File: src/rtl/spi_frame_rx.sv
// SPI mode-0 frame receiver: synchronises raw pins, shifts in MSB-first frames,
// and turns valid write frames into a one-cycle address/data strobe.
module spi_frame_rx #(
  parameter int SYNC_STAGES = 2,
  parameter int FRAME_BITS  = 16,
  parameter int MAX_ADDR    = 4
) (
  input  logic       clk,
  input  logic       rst,
  input  logic       sclk_i,
  input  logic       copi_i,
  input  logic       ncs_i,
  output logic       wr_valid,
  output logic [6:0] wr_addr,
  output logic [7:0] wr_data,
  output logic       frame_err,
  output logic       busy
);
  localparam int CW = $clog2(FRAME_BITS + 2);
  localparam logic [CW-1:0] CNT_FULL = CW'(FRAME_BITS);
  localparam logic [CW-1:0] CNT_OVR  = CW'(FRAME_BITS + 1);
  localparam logic [6:0]    ADDR_MAX = 7'(MAX_ADDR);

  typedef enum logic {IDLE, SHIFT} state_t;

  state_t                  state;
  logic [SYNC_STAGES-1:0]  sclk_sync, copi_sync, ncs_sync;
  logic                    sclk_d, ncs_d;
  logic                    sclk_rise, ncs_rise, ncs_fall;
  logic [FRAME_BITS-1:0]   shreg;
  logic [CW-1:0]           cnt;
  logic                    sclk_s, copi_s, ncs_s;

  assign sclk_s = sclk_sync[SYNC_STAGES-1];
  assign copi_s = copi_sync[SYNC_STAGES-1];
  assign ncs_s  = ncs_sync[SYNC_STAGES-1];

  // Edge flags are registered; copi_s is still stable on the following cycle
  // because each SCLK phase lasts at least two clk cycles.
  always_ff @(posedge clk) begin
    if (rst) begin
      sclk_sync <= '0;
      copi_sync <= '0;
      ncs_sync  <= '1;
      sclk_d    <= 1'b0;
      ncs_d     <= 1'b1;
      sclk_rise <= 1'b0;
      ncs_rise  <= 1'b0;
      ncs_fall  <= 1'b0;
    end else begin
      sclk_sync <= {sclk_sync[SYNC_STAGES-2:0], sclk_i};
      copi_sync <= {copi_sync[SYNC_STAGES-2:0], copi_i};
      ncs_sync  <= {ncs_sync[SYNC_STAGES-2:0], ncs_i};
      sclk_d    <= sclk_s;
      ncs_d     <= ncs_s;
      sclk_rise <= sclk_s & ~sclk_d;
      ncs_rise  <= ncs_s & ~ncs_d;
      ncs_fall  <= ~ncs_s & ncs_d;
    end
  end

  always_ff @(posedge clk) begin
    if (rst) begin
      state     <= IDLE;
      shreg     <= '0;
      cnt       <= '0;
      wr_valid  <= 1'b0;
      frame_err <= 1'b0;
      wr_addr   <= '0;
      wr_data   <= '0;
    end else begin
      wr_valid  <= 1'b0;
      frame_err <= 1'b0;
      case (state)
        IDLE: if (ncs_fall) begin
          shreg <= '0;
          cnt   <= '0;
          state <= SHIFT;
        end
        SHIFT: begin
          // ncs rising wins over a coincident SCLK edge
          if (ncs_rise) begin
            state <= IDLE;
            if (cnt != CNT_FULL)
              frame_err <= 1'b1;
            else if (shreg[FRAME_BITS-1] && shreg[FRAME_BITS-2 -: 7] <= ADDR_MAX) begin
              wr_valid <= 1'b1;
              wr_addr  <= shreg[FRAME_BITS-2 -: 7];
              wr_data  <= shreg[7:0];
            end
          end else if (sclk_rise) begin
            shreg <= {shreg[FRAME_BITS-2:0], copi_s};
            if (cnt != CNT_OVR) cnt <= cnt + CW'(1);
          end
        end
        default: state <= IDLE;
      endcase
    end
  end

  assign busy = (state == SHIFT);
endmodule

File: config.mk
export PLATFORM = sky130hd
export DESIGN_NAME = spi_frame_rx
export DESIGN_NICKNAME = d
export VERILOG_FILES = /design/src/rtl/spi_frame_rx.sv
export SDC_FILE = /design/constraint.sdc
export NUM_CORES = 1
export LEC_CHECK = 0
export ABC_AREA = 0
export CELL_PAD_IN_SITES_DETAIL_PLACEMENT = 0
export CELL_PAD_IN_SITES_GLOBAL_PLACEMENT = 1
export CORE_UTILIZATION = 45
export DETAILED_ROUTE_END_ITERATION = 8
export PLACE_DENSITY_LB_ADDON = 0.25
export SLEW_MARGIN = 20
export SYNTH_ARGS = -nofsm -noshare
export SYNTH_HDL_FRONTEND = slang
export SYNTH_SLANG_ARGS = --single-unit
File: constraint.sdc
create_clock -name clk -period 4 [get_ports clk]
set_input_delay 0.6 -clock clk [delete_from_list [all_inputs] [get_ports clk]]
set_output_delay 0.6 -clock clk [all_outputs]
set_load 0.02 [all_outputs]
==> impl_metrics.py <==
metrics = {
    "outcome": {
        "outcome": "finished, final reports clean",
    },
    "setup_path": {
        "slowest_stage": "clkdlybuf4s50_1",
        "critPathTopFamily": "buffers and inverters",
        "required_ns": 3.40,
        "critical_path_class": "reg2out",
        "worst-path-buf-inv": 1,
        "cp_cell_sequence": "clkdlybuf4s50_1",
        "cp_max_fo": 12,
        "worst-path-stages": 1,
        "cp-end-kind": "output port",
        "r2r_slack_ns": 1.83,
        "r2r_cells": 3,
        "crit_path_start_kind": "flop",
        "worstPathArrival_ns": 1.62,
        "slowest_delay_ns": 0.70,
    },
    "timing": {
        "max_slew.worst_pin.slew_ns": 0.949,
        "worst_slack_ns": 1.78,
        "whs_ns": 0.388,
        "fmax_ghz": 0.451,
        "rsz0062_at_grt": "no",
        "finClkSkew_ns": 0.00738,
        "slew_headroom_pct": 36.8,
        "final_max_slew_viol_count": 0,
        "fin_crit_ns": 2.22,
        "min_period_over_period_pct": 55.4,
        "setup_violations": 0,
        "tns_ns": 0,
        "hold_viol_final": 0,
    },
    "clock_network": {
        "postCtsHoldBufs": 0,
        "clk_pin_slew_ns": 0.09,
        "cts_setup_buffers": 0,
        "cts_resized": 0,
        "tritoncts.num_buffers": 5,
        "htreeDepth": 2,
        "cts_max_path_buffers": 2,
        "clk_latency_ns": 0.30,
        "cts_tree": "built",
        "root_buffer": "clkbuf_8",
        "cts_sinks": 50,
    },
    "pwr": {
        "p_comb_share_pct": 2.9,
        "p_clk_share_pct": 39.8,
        "pwr_density_cell_nw_per_um2": 388,
        "seqPwrFrac_pct": 57.3,
        "ir_drop_mv": 0.279,
        "intPower_mw": 0.698,
        "netSwitchingPower_mw": 0.183,
        "swShare_pct": 20.8,
        "cellLeakagePower_nw": 0.808,
    },
    "place": {
        "dp_cells": 263,
        "port_buffers": 22,
        "postPlaceCellArea_um2": 2160,
        "dpl.hpwl_mm": 2.32,
        "gp_congestion": 0.697,
        "place_ws_ns": 1.62,
    },
    "floorplanning": {
        "row_count": 23,
        "coreArea_um2": 4090,
        "start_util_pct": 48.1,
        "die-area_um2": 4640,
        "die_w_um": 68.1,
        "fp.dieH_um": 68.1,
        "ios": 23,
    },
    "yosys": {
        "ys_dominant_reg_cell": "dfxtp_1",
        "synthDistinctLibCells": 32,
        "synthesis.area_um2": 1970,
        "synthCells": 205,
        "ys_seq_area_share_pct": 50.9,
        "async_reset_ff_share_pct": 0,
        "yosys.area.top_type": "dfxtp_1",
        "synth_edf_count": 0,
        "syn_avg_cell_area_um2": 9.59,
        "ys_top_cells_by_area": "dfxtp_1, mux2i_1, nand2_1",
        "yosysTopAreaCellShare_pct": 50.9,
        "ys_seq_elements": 50,
        "yosysWarnings": 0,
        "syn_nets": 213,
    },
    "hold_path": {
        "hold-path-cell-count": 1,
        "hold_class": "reg2reg",
    },
    "cells_and_area": {
        "most-common-layout-cells": "dfxtp_1, nand2_1, clkdlybuf4s50_1, nand3_1, a21oi_1",
        "final_nets": 228,
        "final_common_cell": "dfxtp_1",
        "drive_above_1_share_pct": 8.14,
        "design_area_um2": 2270,
        "antenna_cells": 0,
        "final_cell_count_no_fill": 271,
        "area_growth_pct": 15.5,
    },
    "flow_run": {
        "drv_cap": 0,
    },
    "detailed_routing": {
        "drtIter0Drc": 90,
        "drt_first_pass_iters": 4,
        "drt_wl_total_mm": 3.69,
        "vias": 1435,
        "ant_nets": 0,
        "vias_per_cell": 5.30,
        "wire_per_inst_um": 13.6,
        "drc_errors": 0,
    },
    "global_routing": {
        "grt_max_degree": 32,
        "grt_pass1_vias": 1352,
        "grt_use_total_pct": 18.5,
        "grt_antenna_before_repair": 0,
        "grt_pass1_wl_mm": 6.22,
        "overflow": 0,
    },
}
## cells by family (layout without fill, tap and decap cells)
family | Yosys count | after routing | share of synthesized area [%]
DFF | 50 | 50 | 50.9
and+or+nand+nor | 86 | 86 | 24.2
muxes | 15 | 15 | 7.64
AOI/OAI and AO/OA | 31 | 31 | 9.55
buffers and inverters | 20 | 36 | 5.79
adders and majority gates | 3 | 3 | 1.91
## synthesized netlist by cell type (all sizes together) (2+ instances only)
library cell,n
dfxtp,50
nand2,35
nand3,21
a21oi,17
mux2i,15
buf,10
o21ai,9
nor2b,7
nor3b,6
clkbuf,5
inv,5
ha,3
or2,3
a2111oi,2
nand2b,2
nor3,2
or3,2
## routing by layer
metal,vias up,GRT usage [%],part of all wire (%)
li1,726,-,-
met1,684,22.2,46
met2,23,31.1,50
met3,2,5.67,3.4
met4,0,6.51,0.68
met5,-,0,0
## sequential cells by signal, indices dropped and copies added (netlist names), 2 cells and up
register,count
ncs_sync,2
shreg,16
copi_sync,2
wr_addr,7
cnt,5
wr_data,8
sclk_sync,2
## path summary, 6_finish.rpt
path                from    endpoint
setup / recovery    busy        busy
hold / removal    sclk_d   sclk_rise
setup reg to reg    busy  wr_data[7]
hold reg to reg   sclk_d   sclk_rise
## power by group through the flow
| stage | registers, mW | logic, mW | clock network [mW] |
|---|---|---|---|
| 2_1_floorplan | 0.515 | 0.0191 | 0 |
| 3_3_place_gp | 0.516 | 0.0250 | 0 |
| 3_5_place_dp | 0.516 | 0.0258 | 0 |
| 4_1_cts | 0.504 | 0.0260 | 0.361 |
| 5_1_grt | 0.505 | 0.0282 | 0.379 |
| 6_report | 0.504 | 0.0256 | 0.351 |
## area by class of cell
type	count	area, µm²
well taps	50	62.6
clock inverters	2	37.5
clock buffers	6	72.6
repair buffers	23	228
multi-input cells	135	851
inverters	5	18.8
fillers	372	1820
flip-flops and latches	50	1000
## stage by stage
step,power [mW],utilization (%)
2_1_floorplan,0.534,-
3_5_place_dp,0.542,52.9
4_1_cts,0.891,55.6
5_1_grt,0.913,55.6
6_report,0.881,55.6
3_3_place_gp,0.541,52.9
(Power assumes the default switching activity.)
